==> config.mk <==
export PLATFORM = sky130hd
export DESIGN_NAME = noc_vc_input_fifo_flat
export DESIGN_NICKNAME = d
export VERILOG_FILES = /design/src/rtl/noc_vc_input_fifo_pkg.sv /design/src/rtl/noc_vc_input_fifo_if.sv /design/src/rtl/noc_rr_arbiter.sv /design/src/rtl/noc_vc_input_fifo_channel.sv /design/src/rtl/noc_vc_input_fifo.sv /design/src/flat_wrapper.sv
export SDC_FILE = /design/constraint.sdc
export NUM_CORES = 1
export LEC_CHECK = 0
export ABC_CLOCK_PERIOD_IN_PS = 9700
export CAP_MARGIN = 30
export CORE_MARGIN = 2
export CORE_UTILIZATION = 53
export CTS_CLUSTER_SIZE = 40
export DETAILED_ROUTE_END_ITERATION = 8
export GPL_TIMING_DRIVEN = 1
export MAX_ROUTING_LAYER = met4
export PLACE_DENSITY = 0.79
export SETUP_SLACK_MARGIN = 0.2
export SLEW_MARGIN = 10
export SYNTH_ARGS = -nofsm -noshare
export SYNTH_HDL_FRONTEND = slang
export SYNTH_SLANG_ARGS = --single-unit
==> constraint.sdc <==
create_clock -name clk -period 9.7 [get_ports clk]
set_clock_uncertainty 0.15 [all_clocks]
set_input_delay 1.455 -clock clk [delete_from_list [all_inputs] [get_ports clk]]
set_output_delay 1.455 -clock clk [all_outputs]
set_load 0.005 [all_outputs]
==> src/rtl/noc_vc_input_fifo_pkg.sv <==
// rtl/noc_vc_input_fifo_pkg.sv - shared NoC types, configuration and header helpers
package noc_vc_input_fifo_pkg;

    localparam int NOC_MAX_CHANNELS = 8;
    localparam int NOC_MAX_FLIT_W   = 64;

    typedef logic [$clog2(NOC_MAX_CHANNELS)-1:0] vc_idx_t;

    // Flit layout: [flit_width-1] header, [flit_width-2] tail, VC field at vc_lsb.
    typedef struct packed {
        int unsigned flit_width;
        int unsigned vc_lsb;
        int unsigned vc_bits;
    } noc_config_t;

    localparam noc_config_t NOC_DEFAULT_CONFIG = '{flit_width: 32, vc_lsb: 24, vc_bits: 3};

    typedef enum logic {
        IN_IDLE,
        IN_BUSY
    } in_state_t;

    function automatic int noc_occ_width(input int depth);
        return $clog2(depth + 1);
    endfunction

    function automatic vc_idx_t get_vc_index(input logic [NOC_MAX_FLIT_W-1:0] hdr,
                                             input int unsigned vc_lsb,
                                             input int unsigned vc_bits);
        logic [NOC_MAX_FLIT_W-1:0] field;
        field = (hdr >> vc_lsb) & ((NOC_MAX_FLIT_W'(1) << vc_bits) - NOC_MAX_FLIT_W'(1));
        return vc_idx_t'(field);
    endfunction

endpackage

==> src/rtl/noc_vc_input_fifo_if.sv <==
// rtl/noc_vc_input_fifo_if.sv - flit valid/ready channel between NoC stages
interface noc_flit_if
    import noc_vc_input_fifo_pkg::*;
#(
    parameter noc_config_t CONFIG = NOC_DEFAULT_CONFIG
) ();

    logic                          valid;
    logic                          ready;
    logic [CONFIG.flit_width-1:0]  flit;

    modport master (output valid, output flit, input ready);
    modport slave  (input valid, input flit, output ready);

endinterface

==> src/rtl/noc_rr_arbiter.sv <==
// rtl/noc_rr_arbiter.sv - round-robin arbiter that holds a grant until released
module noc_rr_arbiter #(
    parameter int N = 2
) (
    input  logic         clk,
    input  logic         rst,
    input  logic [N-1:0] req,
    input  logic [N-1:0] rel,
    output logic [N-1:0] grant
);

    localparam int PTR_W = $clog2(N);

    logic             locked;
    logic [N-1:0]     held;
    logic [PTR_W-1:0] ptr;
    logic [PTR_W-1:0] next_ptr;
    logic [N-1:0]     pick;

    // Lowest offset from ptr wins; the inner loop runs high-to-low so the last write is the winner.
    always_comb begin
        pick = '0;
        for (int s = 0; s < N; s++) begin
            if (ptr == PTR_W'(s)) begin
                for (int i = N - 1; i >= 0; i--) begin
                    if (req[(s + i) % N]) begin
                        pick = '0;
                        pick[(s + i) % N] = 1'b1;
                    end
                end
            end
        end
    end

    assign grant = locked ? held : pick;

    always_comb begin
        next_ptr = ptr;
        for (int c = 0; c < N; c++) begin
            if (grant[c]) next_ptr = PTR_W'((c + 1) % N);
        end
    end

    always_ff @(posedge clk) begin
        if (rst) begin
            locked <= 1'b0;
            held   <= '0;
            ptr    <= '0;
        end else if (|(grant & rel)) begin
            locked <= 1'b0;
            ptr    <= next_ptr;
        end else if (!locked && |pick) begin
            locked <= 1'b1;
            held   <= pick;
        end
    end

endmodule

==> src/rtl/noc_vc_input_fifo_channel.sv <==
// rtl/noc_vc_input_fifo_channel.sv - one virtual channel: flit storage, counts, eligibility
module noc_vc_input_fifo_channel
    import noc_vc_input_fifo_pkg::*;
#(
    parameter int FLIT_W            = 32,
    parameter int DEPTH             = 8,
    parameter int STORE_AND_FORWARD = 0,
    parameter int OCC_W             = noc_occ_width(DEPTH)
) (
    input  logic              clk,
    input  logic              rst,
    input  logic              wr_en,
    input  logic [FLIT_W-1:0] wr_flit,
    input  logic              rd_en,
    output logic [FLIT_W-1:0] head_flit,
    output logic              full,
    output logic              empty,
    output logic [OCC_W-1:0]  occupancy,
    output logic [OCC_W-1:0]  packet_count,
    output logic              req
);

    localparam int PTR_W = $clog2(DEPTH);

    logic [FLIT_W-1:0] mem [DEPTH];
    logic [PTR_W-1:0]  wr_ptr;
    logic [PTR_W-1:0]  rd_ptr;
    logic              wr_tail;
    logic              rd_tail;

    assign head_flit = mem[rd_ptr];
    assign wr_tail   = wr_en && wr_flit[FLIT_W-2];
    assign rd_tail   = rd_en && head_flit[FLIT_W-2];
    assign full      = (occupancy == OCC_W'(DEPTH));
    assign empty     = (occupancy == '0);

    // Store-and-forward holds a header back until its whole packet is resident.
    assign req = !empty && head_flit[FLIT_W-1] &&
                 ((STORE_AND_FORWARD == 0) || (packet_count != '0));

    always_ff @(posedge clk) begin
        if (wr_en) mem[wr_ptr] <= wr_flit;
    end

    always_ff @(posedge clk) begin
        if (rst) begin
            wr_ptr       <= '0;
            rd_ptr       <= '0;
            occupancy    <= '0;
            packet_count <= '0;
        end else begin
            if (wr_en) wr_ptr <= wr_ptr + PTR_W'(1);
            if (rd_en) rd_ptr <= rd_ptr + PTR_W'(1);
            case ({wr_en, rd_en})
                2'b10:   occupancy <= occupancy + OCC_W'(1);
                2'b01:   occupancy <= occupancy - OCC_W'(1);
                default: occupancy <= occupancy;
            endcase
            case ({wr_tail, rd_tail})
                2'b10:   packet_count <= packet_count + OCC_W'(1);
                2'b01:   packet_count <= packet_count - OCC_W'(1);
                default: packet_count <= packet_count;
            endcase
        end
    end

endmodule

==> src/rtl/noc_vc_input_fifo.sv <==
// rtl/noc_vc_input_fifo.sv - virtual-channel input buffer with packet-granular round-robin output
module noc_vc_input_fifo
    import noc_vc_input_fifo_pkg::*;
#(
    parameter noc_config_t CONFIG            = NOC_DEFAULT_CONFIG,
    parameter int          CHANNELS          = 2,
    parameter int          DEPTH             = 8,
    parameter int          STORE_AND_FORWARD = 0
) (
    input  logic                              clk,
    input  logic                              rst,
    noc_flit_if.slave                         flit_in_if,
    noc_flit_if.master                        flit_out_if,
    output logic [noc_occ_width(DEPTH)-1:0]   o_occupancy    [CHANNELS],
    output logic [noc_occ_width(DEPTH)-1:0]   o_packet_count [CHANNELS],
    output logic                              o_drop
);

    localparam int FW    = int'(CONFIG.flit_width);
    localparam int OCC_W = noc_occ_width(DEPTH);

    in_state_t         state;
    vc_idx_t           cur_vc;
    vc_idx_t           raw_vc;
    vc_idx_t           hdr_vc;
    vc_idx_t           target;
    logic              is_hdr;
    logic              in_tail;
    logic              orphan;
    logic              tgt_full;
    logic              accept;

    logic [CHANNELS-1:0] wr_en;
    logic [CHANNELS-1:0] rd_en;
    logic [CHANNELS-1:0] full;
    logic [CHANNELS-1:0] empty;
    logic [CHANNELS-1:0] req;
    logic [CHANNELS-1:0] grant;
    logic [CHANNELS-1:0] rel;
    logic [FW-1:0]       head_flit [CHANNELS];
    logic [FW-1:0]       out_flit;
    logic                sel_empty;
    logic                out_valid;
    logic                xfer;

    assign is_hdr  = flit_in_if.flit[FW-1];
    assign in_tail = flit_in_if.flit[FW-2];
    assign raw_vc  = get_vc_index(NOC_MAX_FLIT_W'(flit_in_if.flit), CONFIG.vc_lsb, CONFIG.vc_bits);
    assign hdr_vc  = vc_idx_t'(32'(raw_vc) % 32'(CHANNELS));
    assign target  = (state == IN_BUSY) ? cur_vc : hdr_vc;
    assign orphan  = (state == IN_IDLE) && !is_hdr;

    always_comb begin
        tgt_full = 1'b0;
        for (int c = 0; c < CHANNELS; c++) begin
            if (target == vc_idx_t'(c)) tgt_full = full[c];
        end
    end

    // Orphans are always swallowed so a stray body flit can never stall the link.
    assign flit_in_if.ready = !rst && (orphan || !tgt_full);
    assign accept           = flit_in_if.valid && flit_in_if.ready;

    always_comb begin
        for (int c = 0; c < CHANNELS; c++) begin
            wr_en[c] = accept && !orphan && (target == vc_idx_t'(c));
            rd_en[c] = xfer && grant[c];
        end
    end

    always_ff @(posedge clk) begin
        if (rst) begin
            state  <= IN_IDLE;
            cur_vc <= '0;
            o_drop <= 1'b0;
        end else begin
            o_drop <= accept && orphan;
            case (state)
                IN_IDLE: begin
                    if (accept && is_hdr && !in_tail) begin
                        state  <= IN_BUSY;
                        cur_vc <= hdr_vc;
                    end
                end
                IN_BUSY: begin
                    if (accept && in_tail) state <= IN_IDLE;
                end
                default: state <= IN_IDLE;
            endcase
        end
    end

    for (genvar g = 0; g < CHANNELS; g++) begin : g_ch
        noc_vc_input_fifo_channel #(
            .FLIT_W            (FW),
            .DEPTH             (DEPTH),
            .STORE_AND_FORWARD (STORE_AND_FORWARD),
            .OCC_W             (OCC_W)
        ) u_channel (
            .clk          (clk),
            .rst          (rst),
            .wr_en        (wr_en[g]),
            .wr_flit      (flit_in_if.flit),
            .rd_en        (rd_en[g]),
            .head_flit    (head_flit[g]),
            .full         (full[g]),
            .empty        (empty[g]),
            .occupancy    (o_occupancy[g]),
            .packet_count (o_packet_count[g]),
            .req          (req[g])
        );
    end

    noc_rr_arbiter #(
        .N (CHANNELS)
    ) u_arbiter (
        .clk   (clk),
        .rst   (rst),
        .req   (req),
        .rel   (rel),
        .grant (grant)
    );

    always_comb begin
        out_flit  = '0;
        sel_empty = 1'b1;
        for (int c = 0; c < CHANNELS; c++) begin
            if (grant[c]) begin
                out_flit  = head_flit[c];
                sel_empty = empty[c];
            end
        end
    end

    assign out_valid         = !rst && !sel_empty;
    assign xfer              = out_valid && flit_out_if.ready;
    assign rel               = grant & {CHANNELS{xfer && out_flit[FW-2]}};
    assign flit_out_if.valid = out_valid;
    assign flit_out_if.flit  = out_flit;

endmodule

==> src/flat_wrapper.sv <==
// flat-port wrapper written by rule: the top's interface ports become plain ports
module noc_vc_input_fifo_flat import noc_vc_input_fifo_pkg::*;
#(
    parameter noc_config_t CONFIG            = NOC_DEFAULT_CONFIG,
    parameter int          CHANNELS          = 2,
    parameter int          DEPTH             = 8,
    parameter int          STORE_AND_FORWARD = 0
)
  (clk, rst, o_occupancy, o_packet_count, o_drop, flit_in_if_valid, flit_in_if_flit, flit_in_if_ready, flit_out_if_valid, flit_out_if_flit, flit_out_if_ready);
  noc_flit_if #(.CONFIG(CONFIG)) flit_in_if_i ();
  noc_flit_if #(.CONFIG(CONFIG)) flit_out_if_i ();
  input  logic clk;
  input  logic rst;
  output logic [noc_occ_width(DEPTH)-1:0] o_occupancy[CHANNELS];
  output logic [noc_occ_width(DEPTH)-1:0] o_packet_count[CHANNELS];
  output logic o_drop;
  input wire logic [$bits(flit_in_if_i.valid)-1:0] flit_in_if_valid;
  input wire logic [$bits(flit_in_if_i.flit)-1:0] flit_in_if_flit;
  output wire logic [$bits(flit_in_if_i.ready)-1:0] flit_in_if_ready;
  output wire logic [$bits(flit_out_if_i.valid)-1:0] flit_out_if_valid;
  output wire logic [$bits(flit_out_if_i.flit)-1:0] flit_out_if_flit;
  input wire logic [$bits(flit_out_if_i.ready)-1:0] flit_out_if_ready;
  assign flit_in_if_i.valid = flit_in_if_valid;
  assign flit_in_if_i.flit = flit_in_if_flit;
  assign flit_in_if_ready = flit_in_if_i.ready;
  assign flit_out_if_valid = flit_out_if_i.valid;
  assign flit_out_if_flit = flit_out_if_i.flit;
  assign flit_out_if_i.ready = flit_out_if_ready;
  noc_vc_input_fifo #(.CONFIG(CONFIG), .CHANNELS(CHANNELS), .DEPTH(DEPTH), .STORE_AND_FORWARD(STORE_AND_FORWARD)) u_core (.clk(clk), .rst(rst), .flit_in_if(flit_in_if_i), .flit_out_if(flit_out_if_i), .o_occupancy(o_occupancy), .o_packet_count(o_packet_count), .o_drop(o_drop));
endmodule
## Yosys cells after proc, flatten, opt, wreduce, memory -nomap -nowiden

Memory sizes are Yosys's and may differ from the RTL's. A register that Yosys moved wholly into a read port is not among the register bits.
Cells that the tools add are included.

| cells by class | value |
|---|---|
| add/sub/neg operators | 12 |
| multiply operators | 0 |
| div/mod/pow operators | 0 |
| $lt $le $gt $ge | 0 |
| equality and inequality tests | 11 |
| shifts and indexed selects | 0 |
| mux-type cells | 31 |
| bitwise logic cells | 4 |
| reduce and logical (&&, ||, !) cells | 46 |

Operators by type and width:

| cell | number |
|---|---|
| 32-bit two-way mux | 2 |
| 4-bit one-hot mux with 2 select lines | 4 |
| 1-bit logical AND | 22 |
| 4-bit by 1-bit adder with 4-bit output (second input constant) | 4 |
| 4-bit by 1-bit subtractor with 4-bit output (second input constant) | 4 |
| 2-bit two-way mux | 7 |
| 1-bit two-way mux | 13 |
| 3-bit by 1-bit adder with 3-bit output (second input constant) | 4 |
| 3-bit two-way mux | 4 |
| 2-bit nonzero test | 5 |
| 1-bit logical NOT | 9 |
| 2-bit by 1-bit equality test with 1-bit output (second input constant) | 4 |
| 2-bit equality test (second input constant) | 4 |
| 4-bit equality test (second input constant) | 2 |
| 4-bit logical NOT | 2 |
| 2-bit AND reduction | 3 |
| 2-bit bitwise AND | 2 |
| 2-bit OR reduction | 2 |
| 3-bit by 1-bit equality test with 1-bit output (second input constant) | 1 |
| 3-bit logical NOT | 1 |
| 3-bit OR reduction | 1 |
| 1-bit NOT | 2 |
| 1-bit one-hot mux with 2 select lines | 1 |
| 1-bit logical OR | 1 |

| storage, ports and cells | value |
|---|---|
| register bits after elaboration | 35 |
| latch bits | 0 |
| memory bits (writable) | 512 |
| memory bits (read-only) | 0 |
| input bits | 36 |
| output and inout port bits | 51 |
| memories kept | 2 |

Memory list:

| name | words | bits a word | read ports | clocked after memory_dff | write ports | line | text |
|---|---|---|---|---|---|---|---|
| u_core.g_ch[0].u_channel.mem | 8 | 32 | 1 | 1 | 1 | noc_vc_input_fifo_channel.sv:25 | `logic [FLIT_W-1:0] mem [DEPTH];` |
| u_core.g_ch[1].u_channel.mem | 8 | 32 | 1 | 1 | 1 | noc_vc_input_fifo_channel.sv:25 |  |

## Longest topological paths before layout

| logic depth | value |
|---|---|
| depth after elaboration | 21 |
| gate-level depth with buffers | 13 |

## Modules after synthesis

A second synthesis with hierarchy kept.

| second synthesis, totals | value |
|---|---|
| cell total of the unflattened synthesis | 1050 |
| area, all modules | 22285.1 sq um |

By module, submodules not included:

| module | instances | cells each | area each (sq um) | seq. area each (sq um) |
|---|---|---|---|---|
| noc_vc_input_fifo_channel | 2 | 472 | 10716.5 | 8027.7 |
| noc_vc_input_fifo | 1 | 78 | 608.1 | 60.1 |
| noc_rr_arbiter | 1 | 28 | 244.0 | 80.1 |

## Least setup slack after synthesis

OpenSTA, ideal clock, no wires.

| timing | value |
|---|---|
| path kind | input-to-reg |
| start point | input flit_in_if_flit[24] |
| end point | memory u_core.g_ch[1].u_channel.mem[0][0], enable pin |
| data arrival time | 5.917 ns |
| required time | 9.048 ns |
| path slack | 3.131 ns |
| stages on the path | 6 |
| path through | mux2_4 > mux2_4 > or4b_4 > nor2_4 > inv_2 > nor4_1 |

| between the ends | value |
|---|---|
| cells in the longest elaborated chain, start to end | 12 |

RTL lines:

| what | line | text |
|---|---|---|
| start: declaration | flat_wrapper.sv:18 | `input wire logic [$bits(flit_in_if_i.flit)-1:0] flit_in_if_flit;` |
| 1-bit two-way mux (*) | noc_vc_input_fifo.sv:50 | `assign target = (state == IN_BUSY) ? cur_vc : hdr_vc;` |
| 3-bit logical NOT | noc_vc_input_fifo.sv:56 | `if (target == vc_idx_t'(c)) tgt_full = full[c];` |
| 1-bit two-way mux (2 in series) | noc_vc_input_fifo.sv:56 |  |
| 1-bit logical NOT | noc_vc_input_fifo.sv:61 | `assign flit_in_if.ready = !rst && (orphan \|\| !tgt_full);` |
| 1-bit logical OR | noc_vc_input_fifo.sv:61 |  |
| 1-bit logical AND | noc_vc_input_fifo.sv:61 |  |
| 1-bit logical AND | noc_vc_input_fifo.sv:62 | `assign accept = flit_in_if.valid && flit_in_if.ready;` |
| 1-bit logical AND | noc_vc_input_fifo.sv:66 | `wr_en[c] = accept && !orphan && (target == vc_idx_t'(c));` |
| 1-bit logical AND (*) | noc_vc_input_fifo.sv:66 |  |
| 1-bit two-way mux (*) | noc_vc_input_fifo_channel.sv:42 | `if (wr_en) mem[wr_ptr] <= wr_flit;` |
| 1-bit two-way mux (implied by the code) (*) | noc_vc_input_fifo_channel.sv:42 |  |
| end: declaration | noc_vc_input_fifo_channel.sv:25 |  |

Mark *: on every way between the ends. The rest lies on a longest branch, timed or not.

==> flow_summary.toml <==
[synthesis]
synth_compound_area_frac = 0.0286
synth_top_family_by_area = "multiplexers"
ys_warn_count = 0
synth_adder_area_share = 0.00920
syn_avg_cell_area_sq_um = 20.2
synthFlopType = "edfxtp_1"
synth-simple-area-share = 0.0333
synth.distinct_cells = 60
ys_ff_latch = 553
netlist_instances = 1079
netlist_area_sq_um = 21800
synth_nets = 1131
synth-edff-count = 512
ys_seq_area_frac = 0.744
synth_xor_area_frac = 0.00684
synth.mux.area_fraction = 0.166
ys_async_sr_fraction = 0

[cts]
ctsResizeCount = 0
cts_tree = "yes"
ctsHoldBuffers = 0
clock_latency_ns = 0.59
cts_sinks = 553
clk_pin_slew_ns = 0.06
cts_setup_buffers = 0
h-tree-depth = 2
root_buffer = "clkbuf_16"
cts_made_buffers = 53
clock_path_buffers = 3

[die]
initial_core_util = 0.535
fp.dieArea_sq_um = 42700
row_count = 74
io_pins = 87
core_sq_um = 40600
die_h_microns = 207
die_x_microns = 207

[final_layout]
fillers = 2707
diodes = 0
multi_input_area_sq_um = 5420
final_cell_mix = "512 x edfxtp_1, 124 x mux4_2, 86 x clkdlybuf4s50_1, 77 x mux2i_1, 53 x clkbuf_16"
drive_gt1_frac = 0.215
nNetsFinal = 1248
syn_to_final_growth_pct = 15.6
seq_area_sq_um = 16200
fin_util = 0.618
layout_commonest_cell = "edfxtp_1"

[timing]
setup_ws_ns = 3.43
setup_violations = 0
tightest_slew_ns = 0.932
tns_ns = 0
final_max_slew_viol_count = 0
rsz0062_at_grt = "false"
period_needed_ns = 6.27
fin_crit_sh = 0.646
final_hold_viol_count = 0
max_freq_mhz = 160
slew_headroom = 0.379

[critical_path]
required_ns = 8.10
critical_path_class = "reg -> out"
start_kind = "register"
worstSetupEndpointType = "primary output"
crit_fanout = 38
worst-endpoint-arrival_ns = 4.66

[placed_design]
place_congestion = 0.847
post-place-ws_ns = 3.91
hpwlAfterDp_microns = 24100
numPortBuffers = 86

[power]
combPwrFrac = 0.021
pwr-share-seq = 0.553
pwr-share-clk = 0.426
p_int_w = 0.00381
swShare = 0.195
p_leak_nw = 7.65
vdd_drop_max_mv = 0.156
powerDensity_nw_per_um2 = 188
p_switching_w = 0.000924

[status]
status = "completed"

[global_route]
grt_pass1_wl_microns = 68000
grt_use_total = 0.225
grt_pass1_vias = 11017
grt_max_degree = 67
antenna_found_initial = 0
grt_overflow = 0

[detailed_routing]
vias = 10870
dr.first_iter.drc_count = 956
ant_nets = 0
wl_per_cell_microns = 25.8
first_pass_iters = 5
finalWirelength_microns = 45700
viasPerCell = 6.13
drc = 0

[min_path]
hold_path.class = "reg -> reg"

[flow_run]
cap_violations = 0
==> registers in the layout, summed over array words and instances (netlist names), named ones only <==
signal / count
u_core.u_arbiter.ptr: 1
u_core.u_arbiter.held: 2
u_core.u_arbiter.locked: 1
u_core.g_ch.u_channel.packet_count: 8
u_core.g_ch.u_channel.mem: 512
u_core.state: 1
u_core.g_ch.u_channel.wr_ptr: 6
u_core.g_ch.u_channel.rd_ptr: 6
u_core.o_drop: 1
u_core.cur_vc: 1
u_core.g_ch.u_channel.occupancy: 8
==> synth_stat cells, drive strengths merged (3+ instances only) <==
cell type / instances / share of area
a21oi: 24 / 0.0057
clkbuf: 35 / 0.0060
mux4: 124 / 0.13
nor2b: 6 / 0.0017
nor4b: 4 / 0.0022
nand3: 8 / 0.0018
buf: 19 / 0.0041
nand4: 5 / 0.0014
xnor2: 5 / 0.0020
a211oi: 4 / 0.0014
a22oi: 3 / 0.0010
o22ai: 32 / 0.0092
inv: 7 / 0.0012
edfxtp: 512 / 0.71
ha: 16 / 0.0092
nand2: 23 / 0.0040
xor2: 12 / 0.0048
nor3: 12 / 0.0028
nand3b: 5 / 0.0017
and2: 5 / 0.0014
mux2: 4 / 0.0024
nor2: 32 / 0.0062
nor4: 3 / 0.00086
and3: 3 / 0.00086
nor3b: 4 / 0.0016
or3: 9 / 0.0028
mux2i: 77 / 0.035
dfxtp: 41 / 0.038
o21ai: 12 / 0.0028
a31oi: 3 / 0.00086
==> metrics by stage <==
step / instances / total power (W) / hold WS, ns / area (sq um)
floorplan: 1079 / 0.00270 / 0.277 / 21800
global placement: 1670 / 0.00276 / 0.282 / 23400
detailed placement: 1670 / 0.00277 / 0.292 / 23400
CTS: 1769 / 0.00476 / 0.301 / 25100
global route: 1772 / 0.00486 / 0.360 / 25100
finish: 1772 / 0.00473 / 0.306 / 25100
==> area by class of cell <==
type	count	area share
Sequential cell	553	0.645
Clock buffer	65	0.0553
Clock inverter	34	0.0126
Inverter	7	0.00105
Tap cell	532	0.0265
Timing Repair Buffer	116	0.0441
Multi-Input combinational cell	465	0.216
==> cell families (layout without fill, tap and decap cells) <==
| kind of cell | Yosys count | count (layout) |
|---|---|---|
| mux | 205 | 205 |
| buf+inv | 61 | 222 |
| fa+ha+maj | 16 | 16 |
| flops | 553 | 553 |
| xor+xnor | 17 | 17 |
| simple gates | 129 | 129 |
| compound gates | 98 | 98 |
==> worst max-delay path: stages (launching register included) <==
cell	delay (ns)
dfxtp_4	0.73
buf_4	0.75
mux2i_1	0.21
a21oi_1	0.37
nand4_1	0.23
a21oi_4	0.62
buf_4	0.46
o22ai_1	0.16
clkdlybuf4s50_1	0.50
==> worst paths after layout <==
kind | slack [ns] | depth (start not counted) | startpoint | endpoint
hold / removal | 0.31 | 1 | u_core.g_ch[0].u_channel.rd_ptr[2] | register
setup reg to reg | 4.54 | 15 | register | u_core.g_ch[1].u_channel.packet_count[2]
hold reg to reg | 0.31 | 1 | u_core.g_ch[0].u_channel.rd_ptr[2] | register
setup / recovery | 3.43 | 8 | register | flit_out_if_flit[22]
==> per-layer routing <==
metal	share of wire	vias to the layer above	track usage	wire length (microns)
met3	0.064	81	0.0350	2930
met1	0.41	5675	0.305	18800
met2	0.50	404	0.364	23000
met4	0.021	0	0.0528	951
li1	-	4710	-	-
met5	0	-	-	0
==> power by group through the flow <==
stage | sequential [W] | combinational [W] | clock, W
3_3_place_gp | 0.00267 | 0.0000961 | 0
6_report | 0.00262 | 0.000100 | 0.00201
2_1_floorplan | 0.00267 | 0.0000345 | 0
5_1_grt | 0.00262 | 0.000109 | 0.00213
4_1_cts | 0.00262 | 0.000100 | 0.00205
3_5_place_dp | 0.00267 | 0.000100 | 0
Note: power is estimated with default switching activity, not from simulation.
